**config.mk**
```make
export PLATFORM = sky130hd
export DESIGN_NAME = pow_nonce_search_flat
export DESIGN_NICKNAME = d
export VERILOG_FILES = /design/src/rtl/pow_pkg.sv /design/src/rtl/pow_nonce_search_if.sv /design/src/rtl/pow_hash_lane.sv /design/src/rtl/pow_nonce_search.sv /design/src/flat_wrapper.sv
export SDC_FILE = /design/constraint.sdc
export NUM_CORES = 2
export LEC_CHECK = 0
export ABC_AREA = 1
export CAP_MARGIN = 20
export CELL_PAD_IN_SITES_DETAIL_PLACEMENT = 1
export CELL_PAD_IN_SITES_GLOBAL_PLACEMENT = 1
export CORE_MARGIN = 10
export CORE_UTILIZATION = 28
export CTS_CLUSTER_SIZE = 16
export DETAILED_ROUTE_END_ITERATION = 10
export PLACE_DENSITY = 0.58
export SETUP_SLACK_MARGIN = 0.02
export SKIP_CTS_REPAIR_TIMING = 1
export SYNTH_ARGS = -nofsm -noshare
export SYNTH_HDL_FRONTEND = slang
export SYNTH_HIERARCHICAL = 1
export SYNTH_SLANG_ARGS = --single-unit
```
**constraint.sdc**
```tcl
create_clock -name clk -period 8.2 [get_ports clk]
set_input_delay 0.82 -clock clk [delete_from_list [all_inputs] [get_ports clk]]
set_output_delay 0.82 -clock clk [all_outputs]
set_load 0.02 [all_outputs]
```
**src/rtl/pow_pkg.sv**
```systemverilog
// Shared definitions for the proof-of-work nonce search engine: FNV-1a constants,
// FSM state encoding and the single-byte hash step used by RTL and bench alike.
package pow_pkg;

  localparam logic [31:0] FNV_OFFSET = 32'h811C9DC5;
  localparam logic [31:0] FNV_PRIME  = 32'h01000193;

  typedef enum logic [1:0] {
    IDLE  = 2'd0,
    HASH  = 2'd1,
    CHECK = 2'd2,
    DONE  = 2'd3
  } state_t;

  function automatic logic [31:0] fnv1a_step(input logic [31:0] h, input logic [7:0] b);
    logic [31:0] x;
    x = h ^ {24'd0, b};
    return x * FNV_PRIME;
  endfunction

endpackage

```
**src/rtl/pow_nonce_search_if.sv**
```systemverilog
// Host-side bundle of the nonce search engine: search request inputs and result outputs.
interface pow_nonce_search_if #(
  parameter int NONCE_W     = 32,
  parameter int BLOCK_BYTES = 12,
  parameter int TARGET_W    = 16
);
  logic                     start;
  logic                     abort;
  logic [BLOCK_BYTES*8-1:0] block;
  logic [TARGET_W-1:0]      target;
  logic [NONCE_W-1:0]       nonce_start;
  logic                     busy;
  logic                     finish;
  logic                     found;
  logic                     aborted;
  logic [NONCE_W-1:0]       nonce;
  logic [31:0]              hash;
  logic [NONCE_W:0]         attempts;

  modport master (
    output start, abort, block, target, nonce_start,
    input  busy, finish, found, aborted, nonce, hash, attempts
  );

  modport slave (
    input  start, abort, block, target, nonce_start,
    output busy, finish, found, aborted, nonce, hash, attempts
  );
endinterface

```
**src/rtl/pow_hash_lane.sv**
```systemverilog
// One FNV-1a-32 accumulator lane: loads the offset basis on init, folds one byte per step.
module pow_hash_lane
  import pow_pkg::*;
(
  input  logic        clk,
  input  logic        reset,
  input  logic        init,
  input  logic        step,
  input  logic [7:0]  din,
  output logic [31:0] h
);

  always_ff @(posedge clk or negedge reset) begin
    if (!reset) begin
      h <= '0;
    end else if (init) begin
      h <= FNV_OFFSET;
    end else if (step) begin
      h <= fnv1a_step(h, din);
    end
  end

endmodule

```
**src/rtl/pow_nonce_search.sv**
```systemverilog
// Proof-of-work nonce search: LANES parallel FNV-1a lanes hash {block, base+i} one byte
// per cycle, then a single CHECK cycle picks the lowest qualifying lane or advances base.
module pow_nonce_search #(
  parameter int LANES       = 4,
  parameter int NONCE_W     = 32,
  parameter int BLOCK_BYTES = 12,
  parameter int TARGET_W    = 16
) (
  input logic               clk,
  input logic               reset,
  pow_nonce_search_if.slave bus
);
  import pow_pkg::*;

  localparam int MSG_BYTES = BLOCK_BYTES + NONCE_W / 8;
  localparam int CNT_W     = $clog2(MSG_BYTES + 1);
  localparam int ATT_W     = NONCE_W + 1;

  localparam logic [CNT_W-1:0]   CNT_LAST  = CNT_W'(MSG_BYTES - 1);
  localparam logic [CNT_W-1:0]   CNT_BLK   = CNT_W'(BLOCK_BYTES);
  localparam logic [NONCE_W-1:0] LANE_MASK = NONCE_W'(LANES - 1);
  localparam logic [NONCE_W-1:0] BASE_STEP = NONCE_W'(LANES);
  localparam logic [ATT_W-1:0]   ATT_MAX   = ATT_W'(1) << NONCE_W;
  localparam logic [ATT_W-1:0]   ATT_STEP  = ATT_W'(LANES);

  state_t state, state_nx;

  logic [CNT_W-1:0]         cnt;
  logic [BLOCK_BYTES*8-1:0] blk_q;
  logic [TARGET_W-1:0]      tgt_q;
  logic [NONCE_W-1:0]       base;

  logic                     go;
  logic                     busy;
  logic                     lane_init;
  logic                     lane_step;
  logic [31:0]              lane_h [LANES];

  logic                     hit;
  logic [NONCE_W-1:0]       hit_nonce;
  logic [31:0]              hit_h;
  logic [ATT_W-1:0]         att_nx;
  logic                     exhausted;

  logic                     finish_q;
  logic                     found_q;
  logic                     aborted_q;
  logic [NONCE_W-1:0]       nonce_q;
  logic [31:0]              hash_q;
  logic [ATT_W-1:0]         att_q;

  logic                     in_block;
  logic [CNT_W-1:0]         nb_idx;
  logic [CNT_W+2:0]         blk_bit;
  logic [CNT_W+2:0]         nb_bit;
  logic [7:0]               blk_byte;

  assign go       = bus.start && !bus.abort;
  assign in_block = cnt < CNT_BLK;
  assign nb_idx   = cnt - CNT_BLK;
  assign blk_bit  = {cnt, 3'b000};
  assign nb_bit   = {nb_idx, 3'b000};
  assign blk_byte = blk_q[blk_bit +: 8];

  // Header bytes are common to every lane; only the trailing nonce bytes differ.
  for (genvar g = 0; g < LANES; g++) begin : g_lane
    logic [NONCE_W-1:0] ln;
    logic [7:0]         din;

    assign ln  = base + NONCE_W'(g);
    assign din = in_block ? blk_byte : ln[nb_bit +: 8];

    pow_hash_lane u_lane (
      .clk   (clk),
      .reset (reset),
      .init  (lane_init),
      .step  (lane_step),
      .din   (din),
      .h     (lane_h[g])
    );
  end

  // Scan downwards so the lowest-index qualifying lane is the one left standing.
  always_comb begin
    hit       = 1'b0;
    hit_nonce = base;
    hit_h     = '0;
    for (int i = LANES - 1; i >= 0; i--) begin
      if (lane_h[i][31 -: TARGET_W] < tgt_q) begin
        hit       = 1'b1;
        hit_nonce = base + NONCE_W'(i);
        hit_h     = lane_h[i];
      end
    end
  end

  assign att_nx    = (att_q > ATT_MAX - ATT_STEP) ? ATT_MAX : att_q + ATT_STEP;
  assign exhausted = (att_nx == ATT_MAX);

  always_ff @(posedge clk or negedge reset) begin
    if (!reset) begin
      state <= IDLE;
    end else begin
      state <= state_nx;
    end
  end

  always_comb begin
    state_nx = state;
    case (state)
      IDLE:    if (go) state_nx = HASH;
      HASH:    if (bus.abort) state_nx = DONE;
               else if (cnt == CNT_LAST) state_nx = CHECK;
      CHECK:   if (bus.abort || hit || exhausted) state_nx = DONE;
               else state_nx = HASH;
      DONE:    state_nx = IDLE;
      default: state_nx = IDLE;
    endcase
  end

  always_comb begin
    lane_init = 1'b0;
    lane_step = 1'b0;
    busy      = 1'b0;
    case (state)
      IDLE:  lane_init = go;
      HASH:  begin
        lane_step = 1'b1;
        busy      = 1'b1;
      end
      CHECK: begin
        busy      = 1'b1;
        lane_init = !bus.abort && !hit && !exhausted;
      end
      default: ;
    endcase
  end

  // Search context and results; abort wins over a same-cycle CHECK outcome.
  always_ff @(posedge clk or negedge reset) begin
    if (!reset) begin
      cnt       <= '0;
      blk_q     <= '0;
      tgt_q     <= '0;
      base      <= '0;
      finish_q  <= 1'b0;
      found_q   <= 1'b0;
      aborted_q <= 1'b0;
      nonce_q   <= '0;
      hash_q    <= '0;
      att_q     <= '0;
    end else begin
      finish_q <= (state == DONE);
      case (state)
        IDLE: if (go) begin
          blk_q     <= bus.block;
          tgt_q     <= bus.target;
          base      <= bus.nonce_start & ~LANE_MASK;
          cnt       <= '0;
          found_q   <= 1'b0;
          aborted_q <= 1'b0;
          att_q     <= '0;
        end
        HASH: if (bus.abort) begin
          aborted_q <= 1'b1;
          found_q   <= 1'b0;
          nonce_q   <= base;
          hash_q    <= '0;
        end else begin
          cnt <= (cnt == CNT_LAST) ? '0 : cnt + 1'b1;
        end
        CHECK: if (bus.abort) begin
          aborted_q <= 1'b1;
          found_q   <= 1'b0;
          nonce_q   <= base;
          hash_q    <= '0;
        end else begin
          att_q <= att_nx;
          if (hit) begin
            found_q <= 1'b1;
            nonce_q <= hit_nonce;
            hash_q  <= hit_h;
          end else if (exhausted) begin
            found_q <= 1'b0;
            nonce_q <= base;
            hash_q  <= '0;
          end else begin
            base <= base + BASE_STEP;
            cnt  <= '0;
          end
        end
        default: ;
      endcase
    end
  end

  assign bus.busy     = busy;
  assign bus.finish   = finish_q;
  assign bus.found    = found_q;
  assign bus.aborted  = aborted_q;
  assign bus.nonce    = nonce_q;
  assign bus.hash     = hash_q;
  assign bus.attempts = att_q;

endmodule

```
**src/flat_wrapper.sv**
```systemverilog
// flat-port wrapper written by rule: the top's interface ports become plain ports
module pow_nonce_search_flat import pow_pkg::*;
#(
  parameter int LANES       = 4,
  parameter int NONCE_W     = 32,
  parameter int BLOCK_BYTES = 12,
  parameter int TARGET_W    = 16
)
  (clk, reset, bus_start, bus_abort, bus_block, bus_target, bus_nonce_start, bus_busy, bus_finish, bus_found, bus_aborted, bus_nonce, bus_hash, bus_attempts);
  pow_nonce_search_if #(.NONCE_W(NONCE_W), .BLOCK_BYTES(BLOCK_BYTES), .TARGET_W(TARGET_W)) bus_i ();
  input logic clk;
  input logic reset;
  input wire logic [$bits(bus_i.start)-1:0] bus_start;
  input wire logic [$bits(bus_i.abort)-1:0] bus_abort;
  input wire logic [$bits(bus_i.block)-1:0] bus_block;
  input wire logic [$bits(bus_i.target)-1:0] bus_target;
  input wire logic [$bits(bus_i.nonce_start)-1:0] bus_nonce_start;
  output wire logic [$bits(bus_i.busy)-1:0] bus_busy;
  output wire logic [$bits(bus_i.finish)-1:0] bus_finish;
  output wire logic [$bits(bus_i.found)-1:0] bus_found;
  output wire logic [$bits(bus_i.aborted)-1:0] bus_aborted;
  output wire logic [$bits(bus_i.nonce)-1:0] bus_nonce;
  output wire logic [$bits(bus_i.hash)-1:0] bus_hash;
  output wire logic [$bits(bus_i.attempts)-1:0] bus_attempts;
  assign bus_i.start = bus_start;
  assign bus_i.abort = bus_abort;
  assign bus_i.block = bus_block;
  assign bus_i.target = bus_target;
  assign bus_i.nonce_start = bus_nonce_start;
  assign bus_busy = bus_i.busy;
  assign bus_finish = bus_i.finish;
  assign bus_found = bus_i.found;
  assign bus_aborted = bus_i.aborted;
  assign bus_nonce = bus_i.nonce;
  assign bus_hash = bus_i.hash;
  assign bus_attempts = bus_i.attempts;
  pow_nonce_search #(.LANES(LANES), .NONCE_W(NONCE_W), .BLOCK_BYTES(BLOCK_BYTES), .TARGET_W(TARGET_W)) u_core (.clk(clk), .reset(reset), .bus(bus_i));
endmodule
```
==> impl_results.md <==
- Final Core Density: around a third
- Most used cell, CP: nand2_1
- Arr. time, crit path: 7890 ps
- Die area: roughly 180000 um2
- Crit-path max cell delay: 530 ps
- Syn Std Cell Area: roughly 46000 um2
- Drt first-iter violations: around 2000
- Number of nets with antenna violations after routing: 0
- Clk pin slew, worst setup/hold paths: roughly 60 ps
- Top cells by count, synth: nand2_1 (1445), inv_1 (1188), ha_1 (809)
- Starting Density: 28.2%
- Tot GR Track Use: between 10% and 20%
- Synthesis-to-layout area growth: 15.8%
- Post-Syn Instances: between 6000 and 7000
- Max-cap violations: 0
- FP Rows: between 100 and 150
- Hpwl dp: 141 mm
- FF-to-FF path depth: 32
- Die X: 425 um
- Worst-Margin Slew: approximately 1100 ps
- Netlist cell types: 58
- Met1 WL: 77.4 mm
- Hold Path Class: in -> async
- Crit start category: flop
- Met2 wire len: between 80 and 90 mm
- Top-count cell post-synth: nand2_1
- CP Max Fanout: 38
- RSZ-0062 raised after global routing: no
- Clk_skew: 30.1 ps
- CP max stage cell: fa_1
- Yosys warning count: 6
- Prevailing post-synth register cell: dfrtp_1
- Height of the chip: 425 um
- Yosys top cell area share: roughly 22%
- Worst Slack Setup Final: ~880 ps
- Reg2Reg Setup Slack: ~900 ps
- Clk_lat worst skew: around 700 ps
- Num ports: ~250
- DR vias/cell: between 4 and 5
- CTS tree: built
- Avg WL per Cell: between 20 and 25 um
- CORE AREA: ~160000 um2
- Sequential area share after synthesis: slightly above 20%
- I/O Buffers: approximately 250
- R2r endpoint: u_core/g_lane[2].u_lane/h[31]$_DFFE_PN0P_
- Endpoints failing setup: 0
- DRC violations left: 0
- Slew Limit Fails: 0
- Uppermost layer routed: met5
- GP Congestion: just under 0.9
- Critical Path End Type: flop
- Inserted Clock Buffers: 53
- 1st-pass router iterations: 7
- Final Cycle Share: between 80 and 90%
- Post-synth EDFFs: 0
- Vias in the first global route: 42600
- First-pass GRT wire length: about 260 mm
- Syn_area_per_cell: about 7.6 um2
- DP Worst Slack: just over 800 ps
- N_diodes: 0
- Layout cells sized above 1: about 6.5%
- Initial antenna violation count: 5
- Clock Tree Buf Depth: 3
- GR Overflow Total: 0
- Synthesized Nets: between 7000 and 8000
- Critical path class: reg -> reg
- Status: finished, final reports clean
- Nets: 7501
- Pin count of the biggest net entering global routing: 114
- Sum Neg Setup Slack: 0 ps
- Via count: 40100
- Met3 routed WL: 4.91 mm
- Slew headroom: 24.7%
- Max Freq: approximately 140 MHz
- Time the worst path needs with I/O delays and setup: roughly 7300 ps
- Number of synthesized register bits: approximately 380
- Worst R2R Start: u_core/cnt[0]$_DFFE_PN0P_
- Post-Route WL: ~170 mm
- Fraction of registers with async set/reset: 100%
- Sink Count: about 380
- Root Buffer: clkbuf_16
- Fin. Hold Viols: 0
- Synth area leader: ha_1
- Final Cell Area: between 50000 and 60000 um2
- H-tree depth: 2
- Synth area leaders: ha_1 (22%), dfrtp_1 (21%), fa_1 (13%), nand2_1 (12%), inv_1 (9.7%)
- Placed cell areas: between 50000 and 60000 um2
- Required @ worst endpoint: 8770 ps
-- cell families (layout without fill, tap and decap cells) --
kind of cell,count (synthesis),in the layout,share of synthesized area (%)
XOR/XNOR,137,137,2.67
AO/OA/AOI/OAI,680,680,8.72
buffers and inverters,1340,1630,11.2
AND/OR/NAND/NOR,2363,2363,21.8
adder cells (fa/ha/maj),1105,1105,35.0
flip-flops,377,377,20.6
-- layout make-up --
cell class	count	area, um2
flip-flops and latches	377	9440
well taps	2175	2720
repair buffers	326	3130
inverters	1205	4520
clock inverters	26	444
clock buffers	73	1530
fillers	19700	110000
multi-input cells	4285	31300
-- layer usage --
layer	track usage, %	up-vias
met1	24.2	19900
li1	-	19400
met3	1.92	195
met5	0	-
met2	33.0	541
met4	6.28	8
-- worst max-delay path by stage --
stage	endpoint	slack, ps	startpoint	cells past startpoint
floorplan	u_core/g_lane[1].u_lane/h[19]$_DFFE_PN0P_	2260	u_core/cnt[0]$_DFFE_PN0P_	30
global placement	u_core/g_lane[1].u_lane/h[31]$_DFFE_PN0P_	750	u_core/cnt[0]$_DFFE_PN0P_	27
detailed placement	u_core/g_lane[2].u_lane/h[31]$_DFFE_PN0P_	810	u_core/cnt[0]$_DFFE_PN0P_	32
CTS	u_core/g_lane[1].u_lane/h[31]$_DFFE_PN0P_	790	u_core/cnt[0]$_DFFE_PN0P_	27
global route	u_core/g_lane[0].u_lane/h[24]$_DFFE_PN0P_	360	u_core/cnt[0]$_DFFE_PN0P_	27
finish	u_core/g_lane[2].u_lane/h[31]$_DFFE_PN0P_	880	u_core/cnt[0]$_DFFE_PN0P_	32
-- through the flow --
step,hold WS (ps),std cells
floorplan,437,6002
global placement,449,8365
CTS,109,8465
detailed placement,455,8366
global route,146,8467
finish,129,8467
-- cells in the final DEF (no fill, tap or decap), drive strengths merged, types with 28 or more instances in the layout --
| cell type | instances |
|---|---|
| dfrtp | 377 |
| clkdlybuf4s50 | 245 |
| o21ai | 286 |
| o22ai | 63 |
| xor2 | 109 |
| nand3 | 292 |
| or2 | 66 |
| nand4 | 40 |
| nand2 | 1499 |
| buf | 81 |
| nor2 | 388 |
| a21oi | 215 |
| xnor2 | 28 |
| fa | 296 |
| nor3 | 56 |
| clkbuf | 73 |
| ha | 809 |
| inv | 1202 |
-- registers in the layout, summed over array words and instances, names as in the netlist, 2 cells and up --
register and flops:
u_core/base 30, u_core/blk_q 96, u_core/bus.attempts 33, u_core/bus.hash 32, u_core/bus.nonce 32, u_core/cnt 5, u_core/g_lane.u_lane/h 128, u_core/state 2
u_core/tgt_q 16
-- worst max-delay path, delay by kind of cell (launching register included) --
kind	cells	cell delay [ps]
AND/OR/NAND/NOR	11	1270
flip-flops	1	400
AO/OA/AOI/OAI	6	1480
buffers and inverters	7	1170
adder cells (fa/ha/maj)	8	2880
Power is left out: the tool's default activity adds up to more than one toggle a clock period on the data nets, which glitch-free logic cannot reach.
